`src/rtl/ifu_pkg.sv`:
```
// rtl/ifu_pkg.sv - shared state encoding and constants for the fetch stage
package ifu_pkg;

  typedef enum logic [1:0] {
    IDLE    = 2'b00,
    WAIT    = 2'b01,
    DISCARD = 2'b10
  } ifu_state_e;

  localparam logic [31:0] IFU_RESET_PC = 32'h3000_0000;
  localparam logic [31:0] INST_NOP     = 32'h0000_0013;

endpackage

```
`src/rtl/ifu_out_reg.sv`:
```
// rtl/ifu_out_reg.sv - one-entry valid/ready register slice holding {inst, pc} with flush
module ifu_out_reg #(
  parameter int WIDTH = 32
) (
  input  logic             clock,
  input  logic             reset,
  input  logic             flush_i,
  input  logic             load_i,
  input  logic [WIDTH-1:0] load_inst_i,
  input  logic [WIDTH-1:0] load_pc_i,
  input  logic             ready_i,
  output logic             valid_o,
  output logic [WIDTH-1:0] inst_o,
  output logic [WIDTH-1:0] pc_o
);

  logic             valid_q, valid_d;
  logic [WIDTH-1:0] inst_q, inst_d;
  logic [WIDTH-1:0] pc_q, pc_d;

  // Flush beats a new load, a new load beats a drain; the caller only loads when the slot is free or draining.
  always_comb begin
    valid_d = valid_q;
    inst_d  = inst_q;
    pc_d    = pc_q;
    if (flush_i) begin
      valid_d = 1'b0;
    end else if (load_i) begin
      valid_d = 1'b1;
      inst_d  = load_inst_i;
      pc_d    = load_pc_i;
    end else if (valid_q && ready_i) begin
      valid_d = 1'b0;
    end
  end

  // Slot registers.
  always_ff @(posedge clock) begin
    if (reset) begin
      valid_q <= 1'b0;
      inst_q  <= '0;
      pc_q    <= '0;
    end else begin
      valid_q <= valid_d;
      inst_q  <= inst_d;
      pc_q    <= pc_d;
    end
  end

  assign valid_o = valid_q;
  assign inst_o  = inst_q;
  assign pc_o    = pc_q;

endmodule

```
`src/rtl/ifu_fetch.sv`:
```
// rtl/ifu_fetch.sv - fetch PC owner, single-outstanding icache requester and decode handoff
module ifu_fetch
  import ifu_pkg::*;
#(
  parameter int               WIDTH    = 32,
  parameter logic [WIDTH-1:0] RESET_PC = WIDTH'(IFU_RESET_PC)
) (
  input  logic             clock,
  input  logic             reset,
  input  logic             icache_rready_i,
  input  logic             icache_rvalid_i,
  input  logic [WIDTH-1:0] icache_rdata_i,
  output logic             ifu_rreq_o,
  output logic [WIDTH-1:0] ifu_raddr_o,
  input  logic             redirect_valid_i,
  input  logic [WIDTH-1:0] redirect_pc_i,
  output logic             inst_valid_o,
  input  logic             inst_ready_i,
  output logic [WIDTH-1:0] inst_o,
  output logic [WIDTH-1:0] pc_o
);

  localparam logic [WIDTH-1:0] PC_STEP    = WIDTH'(4);
  localparam logic [WIDTH-1:0] ALIGN_MASK = ~WIDTH'(3);

  ifu_state_e       state_q, state_d;
  logic [WIDTH-1:0] pc_q, pc_d;
  logic [WIDTH-1:0] req_addr_q, req_addr_d;

  logic             out_valid;
  logic             can_issue;
  logic             rreq;
  logic [WIDTH-1:0] raddr;
  logic             load;
  logic [WIDTH-1:0] load_pc;
  logic [WIDTH-1:0] redirect_target;

  assign redirect_target = redirect_pc_i & ALIGN_MASK;
  assign can_issue       = icache_rready_i && (!out_valid || inst_ready_i) && !redirect_valid_i;

  // Request/capture control; a redirect always wins the pc update and squashes the output slot.
  always_comb begin
    state_d    = state_q;
    pc_d       = pc_q;
    req_addr_d = req_addr_q;
    rreq       = 1'b0;
    raddr      = pc_q;
    load       = 1'b0;
    load_pc    = pc_q;
    case (state_q)
      IDLE: begin
        rreq  = can_issue;
        raddr = pc_q;
        if (can_issue) begin
          req_addr_d = pc_q;
          if (icache_rvalid_i) begin
            load    = 1'b1;
            load_pc = pc_q;
            pc_d    = pc_q + PC_STEP;
          end else begin
            state_d = WAIT;
          end
        end
      end
      WAIT: begin
        rreq  = 1'b1;
        raddr = req_addr_q;
        if (redirect_valid_i) begin
          state_d = icache_rvalid_i ? IDLE : DISCARD;
        end else if (icache_rvalid_i) begin
          load    = 1'b1;
          load_pc = req_addr_q;
          pc_d    = req_addr_q + PC_STEP;
          state_d = IDLE;
        end
      end
      DISCARD: begin
        // The refill cannot be aborted, so the stale request stays up until it drains.
        rreq  = 1'b1;
        raddr = req_addr_q;
        if (icache_rvalid_i) begin
          state_d = IDLE;
        end
      end
      default: begin
        state_d = IDLE;
      end
    endcase
    if (redirect_valid_i) begin
      pc_d = redirect_target;
    end
  end

  // State, fetch pc and outstanding request address.
  always_ff @(posedge clock) begin
    if (reset) begin
      state_q    <= IDLE;
      pc_q       <= RESET_PC;
      req_addr_q <= RESET_PC;
    end else begin
      state_q    <= state_d;
      pc_q       <= pc_d;
      req_addr_q <= req_addr_d;
    end
  end

  assign ifu_rreq_o  = rreq && !reset;
  assign ifu_raddr_o = raddr;

  ifu_out_reg #(
    .WIDTH(WIDTH)
  ) u_out_reg (
    .clock       (clock),
    .reset       (reset),
    .flush_i     (redirect_valid_i),
    .load_i      (load),
    .load_inst_i (icache_rdata_i),
    .load_pc_i   (load_pc),
    .ready_i     (inst_ready_i),
    .valid_o     (out_valid),
    .inst_o      (inst_o),
    .pc_o        (pc_o)
  );

  assign inst_valid_o = out_valid;

endmodule
```
`config.mk`:
```
export PLATFORM = sky130hd
export DESIGN_NAME = ifu_fetch
export DESIGN_NICKNAME = d
export VERILOG_FILES = /design/src/rtl/ifu_pkg.sv /design/src/rtl/ifu_out_reg.sv /design/src/rtl/ifu_fetch.sv
export SDC_FILE = /design/constraint.sdc
export NUM_CORES = 1
export LEC_CHECK = 0
export CORE_MARGIN = 3
export CORE_UTILIZATION = 45
export DETAILED_ROUTE_END_ITERATION = 7
export GPL_TIMING_DRIVEN = 0
export PLACE_DENSITY = 0.75
export SLEW_MARGIN = 10
export SYNTH_ARGS = -nofsm -noshare
export SYNTH_HDL_FRONTEND = slang
export SYNTH_SLANG_ARGS = --single-unit
```
`constraint.sdc`:
```
create_clock -name clock -period 6.9 [get_ports clock]
set_input_delay 0.69 -clock clock [delete_from_list [all_inputs] [get_ports clock]]
set_output_delay 0.69 -clock clock [all_outputs]
set_load 0.01 [all_outputs]
```
==> flow_summary.yaml, run 1 <==
status:
  status: "completed"
layout:
  drive_gt1_share_pct: 9.72
  area_delta_synth_final_pct: 35.9
  layout.cells.non_filler: 1254
  diodes: 0
  fin_util_pct: 63.4
  seq_area_um2: 2620
  multi_input_area_um2: 3880
  nFillCells: 1300
  final_nets: 1132
synthesis:
  yosysSeqAreaShare_pct: 38.1
  synth_flop_cell: "dfxtp_1"
  ys_top_cells_by_area: "dfxtp_1, nand2_1, mux2_2, a21oi_1, a311oi_1"
  ys_ff_latch: 131
  syn_nets: 948
  synth-async-reset-ratio_pct: 0
  syn_avg_cell_area_um2: 7.88
  synth_top_area_cell: "dfxtp_1"
  synth_area_um2: 6880
  synth_edf_count: 0
  synth_top_area_share_pct: 38.1
  synthCells: 873
  synth_most_common_cell: "nand2_1"
  synth.distinct_cells: 62
  synth-warning-count: 0
  synth_common_cells: "nand2_1, dfxtp_1, a21oi_1, nor2_1, clkbuf_1"
drt:
  antenna_left: 0
  vias: 7484
  drtIter0Drc: 860
  vias_per_cell: 5.97
  wl_per_cell_um: 19.5
  wl_mm: 24.4
  first_pass_iters: 6
  drc: 0
placed_design:
  dp_hpwl_mm: 16.9
  port_buffers: 165
  place_ws_ns: 2.82
  gp_congestion: 0.982
  dp_cells: 1222
power_and_ir_drop:
  ir_worst_vdd_mv: 0.163
  finalPower_mw: 2.07
  p_leak_nw: 3.31
  powerDensity_nw_per_um2: 222
setup_path:
  cp_top_family: "buffers and inverters"
  crit_arrival_ns: 4.58
  crit_required_ns: 7.19
  cp_max_fo: 10
  cp_slowest_stage_delay_ns: 0.52
  critPathCaptureType: "register"
  critPathKind: "register to register"
  path_buf_inv: 5
  crit_path_start_kind: "register"
  path_common_cell: "buf_4"
  path_cells: "ha_1 -> buf_4 -> buf_4 -> buf_4 -> clkbuf_1 -> mux2_2 -> ha_1 -> nand4_1 -> a21oi_1 -> buf_2 -> nand3_1 -> xnor2_1 -> a221oi_1 -> nor2_1"
  cp_slowest_cell: "clkbuf_1"
die:
  die-area_um2: 16800
  initial_core_util_pct: 46.6
  die_w_um: 130
  die_h_um: 130
  rows: 44
  core_um2: 14800
  io_pins: 168
global_route:
  grt_max_degree: 17
  gr-total-overflow: 0
  grt_pass1_wl_mm: 37.7
  grt_pass1_vias: 6981
  antenna_found_initial: 0
  grtUsageTotal_pct: 28.7
cts:
  path_clk_slew_ns: 0.06
  post_cts_resized: 0
  clockBufferDepth: 2
  cts_buffers: 17
  cts_hold_buf: 0
  h-tree-depth: 4
  cts_tree: "yes"
  cts_setup_buffers: 0
  root_buffer: "clkbuf_16"
  clk_latency_ns: 0.43
  cts.sinks: 131
flow_run:
  maxCapViolations: 0
sta:
  fin_ws_ns: 2.61
  finalSetupViolations: 0
  setup_tns_ns: 0
  slew_violations: 0
  worst_pin_slew_ns: 0.791
  timing.fmax_mhz: 233
  fin_crit_sh_pct: 62.2
  period_minus_slack_ns: 4.29
  fin_skew_ns: 0.00949
  rsz0062_at_grt: "no"
  slew_headroom_pct: 47.1
  finalHoldViolCount: 0
worst_hold_path:
  hold_path.class: "register to register"
## logic make-up (layout without fill, tap and decap cells)
kind of cell    count (synthesis)  count (layout)  share of synthesized area [%]
fa+ha+maj                       5               5                          0.909
mux                            59              59                           9.29
simple gates                  371             371                           24.7
compound gates                204             204                           19.4
xor+xnor                       17              17                           2.16
flops                         131             131                           38.1
buf+inv                        86             283                           5.40
## path summary, 6_finish.rpt
kind | startpoint | endpoint | slack (ns) | depth (start not counted)
max | state_q[0] | pc_q[14] | 2.61 | 14
min | u_out_reg.inst_o[31] | u_out_reg.inst_o[31] | 0.45 | 2
max reg2reg | state_q[0] | pc_q[14] | 2.61 | 14
min reg2reg | u_out_reg.inst_o[31] | u_out_reg.inst_o[31] | 0.45 | 2
## flip-flops by register name, indices dropped and copies added, names as in the netlist, named ones only
name	count
pc_q	30
req_addr_q	32
state_q	2
u_out_reg.inst_o	32
u_out_reg.valid_o	1
u_out_reg.pc_o	32
## where the power goes
part / leakage [nW] / switching (mW) / internal, mW
Sequential: 1.07 / 0.0347 / 0.794
Clock: 0.290 / 0.352 / 0.551
Combinational: 1.95 / 0.182 / 0.161
## cell type report
| cell class | instances | area share (%) |
|---|---|---|
| buffer | 75 | 3.53 |
| clock buffer | 20 | 4.88 |
| clock inverter | 12 | 1.41 |
| inverter | 11 | 0.442 |
| multi-input combinational | 656 | 41.6 |
| sequential | 131 | 28.1 |
| tap | 184 | 2.46 |
| timing repair buffer | 165 | 17.7 |
## worst min-delay path, delay by kind of cell, from the launching register on
kind,cells,cell delay [ns]
flip-flops,1,0.31
AND/OR/NAND/NOR,1,0.05
AO/OA/AOI/OAI,1,0.05
## placed cells by master, fill, tap and decap left out, drive strengths merged, types with 10 or more instances in the layout
cell	Yosys	routed
a21oi	88	88
a311oi	34	34
and3	16	16
buf	24	24
clkbuf	50	70
clkdlybuf4s50	0	165
dfxtp	131	131
inv	10	11
mux2	39	39
mux2i	20	20
nand2	196	196
nand3	45	45
nand4	10	10
nor2	63	63
o21ai	26	26
## through the flow
stage,hold slack [ns],area [um2]
after floorplan,0.455,6880
after global placement,0.442,8760
after detailed placement,0.446,8760
after CTS,0.454,9350
after global routing,0.469,9350
final,0.452,9350
## routing by layer
layer | up-vias | routed length [um] | track usage [%]
met5 | - | 0 | 0
met1 | 3497 | 10200 | 39.6
met2 | 433 | 10900 | 42.4
met3 | 84 | 2360 | 6.10
li1 | 3470 | - | -
met4 | 0 | 989 | 14.5
Power figures use the tool's default switching activity.
==> run 2: changes to the inputs <==
Clock period 6.9 ns to 4.18 ns, I/O delays scaled along.
==> flow_summary.yaml, run 2 (same netlist as run 1, synthesis figures left out) <==
layout:
  final_nets: 1131
  most-common-layout-cells: "nand2_1, clkdlybuf4s50_1, dfxtp_1"
  diodes: 0
  layout.cells.non_filler: 1253
  finalInstanceArea_um2: 9350
  nFillCells: 1299
  drive_gt1_share_pct: 9.73
  fin_util_pct: 63.3
  final_common_cell: "nand2_1"
  area_delta_synth_final_pct: 35.8
drt:
  routed-wl-met2_mm: 11.0
  drc: 0
  drtIter0Drc: 832
  vias: 7455
  vias_per_cell: 5.95
  met1_length_mm: 10.3
  wl_per_cell_um: 19.5
  wl_mm: 24.5
  wl_met3_mm: 2.38
  antenna_left: 0
  first_pass_iters: 8
  highest_layer: "met4"
cts:
  cts_tree: "yes"
  h-tree-depth: 4
  cts_hold_buf: 0
  cts_buffers: 17
  cts_setup_buffers: 0
  cts.sinks: 131
  post_cts_resized: 0
  path_clk_slew_ns: 0.06
  clockBufferDepth: 2
  root_buffer: "clkbuf_16"
  clk_latency_ns: 0.43
sta:
  holdWs_ns: 0.452
  setup_tns_ns: 0
  worst_pin_slew_ns: 0.793
  finalHoldViolCount: 0
  fin_crit_sh_pct: 89.6
  fin_ws_ns: 0.436
  rsz0062_at_grt: "no"
  timing.fmax_mhz: 267
  finalSetupViolations: 0
  period_minus_slack_ns: 3.74
  slew_headroom_pct: 47.0
  slew_violations: 0
  fin_skew_ns: 0.0106
global_route:
  antenna_found_initial: 0
  grt_max_degree: 17
  gr-total-overflow: 0
  grtUsageTotal_pct: 28.7
  grt_pass1_wl_mm: 37.7
  grt_pass1_vias: 6981
setup_path:
  crit_path_start_kind: "register"
  r2r_slack_ns: 0.44
  r2r-start: "state_q[0]"
  critPathCaptureType: "register"
  crit_arrival_ns: 4.04
  path_cells: "ha_1 -> buf_4 -> buf_4 -> buf_2 -> mux2_2 -> ha_1 -> nand4_1 -> a21oi_1 -> buf_2 -> nand3_1 -> xnor2_1 -> a221oi_1 -> nor2_1"
  crit_required_ns: 4.47
  ff2ff_path_depth: 13
  cp_slowest_stage_delay_ns: 0.41
  cp_slowest_cell: "dfxtp_1"
  cp_max_fo: 10
  critPathKind: "register to register"
  setup.worst_path.start: "state_q[0]"
  rr_endpoint: "pc_q[14]"
placed_design:
  place_ws_ns: 0.0960
  dp_hpwl_mm: 16.9
  port_buffers: 165
  placed_area_um2: 8760
  gp_congestion: 0.982
  dp_cells: 1222
die:
  io_pins: 168
  initial_core_util_pct: 46.6
  core_um2: 14800
  die_w_um: 130
  die-area_um2: 16800
  rows: 44
  die_h_um: 130
worst_hold_path:
  hold_path_end: "u_out_reg.inst_o[31]"
  min-delay-start: "u_out_reg.inst_o[31]"
  hold_depth: 2
  hold_path.class: "register to register"
flow_run:
  maxCapViolations: 0
power_and_ir_drop:
  seq_power_share_pct: 39.9
  p_sw_mw: 0.940
  powerDensity_nw_per_um2: 366
  pwr-share-clk_pct: 43.6
  p_int_mw: 2.49
  switching_share_pct: 27.4
  p_leak_nw: 3.30
  finalPower_mw: 3.42
  ir_worst_vdd_mv: 0.272
  p_comb_share_pct: 16.5
status:
  status: "completed"
-- run 2: per-layer routing --
layer	GRT usage (%)	vias to the layer above
met1	39.6	3518
li1	-	3468
met4	14.5	0
met3	6.10	65
met2	42.4	404
met5	0	-
-- run 2: worst max path at each step --
stage | endpoint
after global placement | pc_q[14]
after CTS | pc_q[14]
after detailed placement | pc_q[14]
final | pc_q[14]
after floorplan | pc_q[14]
after global routing | pc_q[14]
-- run 2: final cells by class --
class                   count  area, um2  share of cell area [%]
well taps                 184        230                    2.46
multi-input cells         656       3880                    41.6
inverters                  11       41.3                   0.442
clock buffers              20        457                    4.89
plain buffers              74        327                    3.49
flip-flops and latches    131       2620                    28.1
clock inverters            12        131                    1.41
repair buffers            165       1650                    17.7
-- run 2: power groups by stage --
| stage | Clock [mW] | Combinational, mW | Sequential [mW] |
|---|---|---|---|
| final | 1.49 | 0.565 | 1.37 |
| after floorplan | 0 | 0.272 | 1.39 |
| after detailed placement | 0 | 0.553 | 1.39 |
| after global routing | 1.55 | 0.604 | 1.38 |
| after global placement | 0 | 0.549 | 1.39 |
| after CTS | 1.50 | 0.558 | 1.37 |
-- run 2: worst max-delay path, delay by kind of cell, from the launching register on --
| kind | cells | cell delay, ns |
|---|---|---|
| AND/OR/NAND/NOR | 3 | 0.40 |
| AO/OA/AOI/OAI | 2 | 0.62 |
| buffers and inverters | 4 | 1.13 |
| XOR/XNOR | 1 | 0.17 |
| flip-flops | 1 | 0.41 |
| multiplexers | 1 | 0.23 |
| adder cells (fa/ha/maj) | 2 | 0.64 |
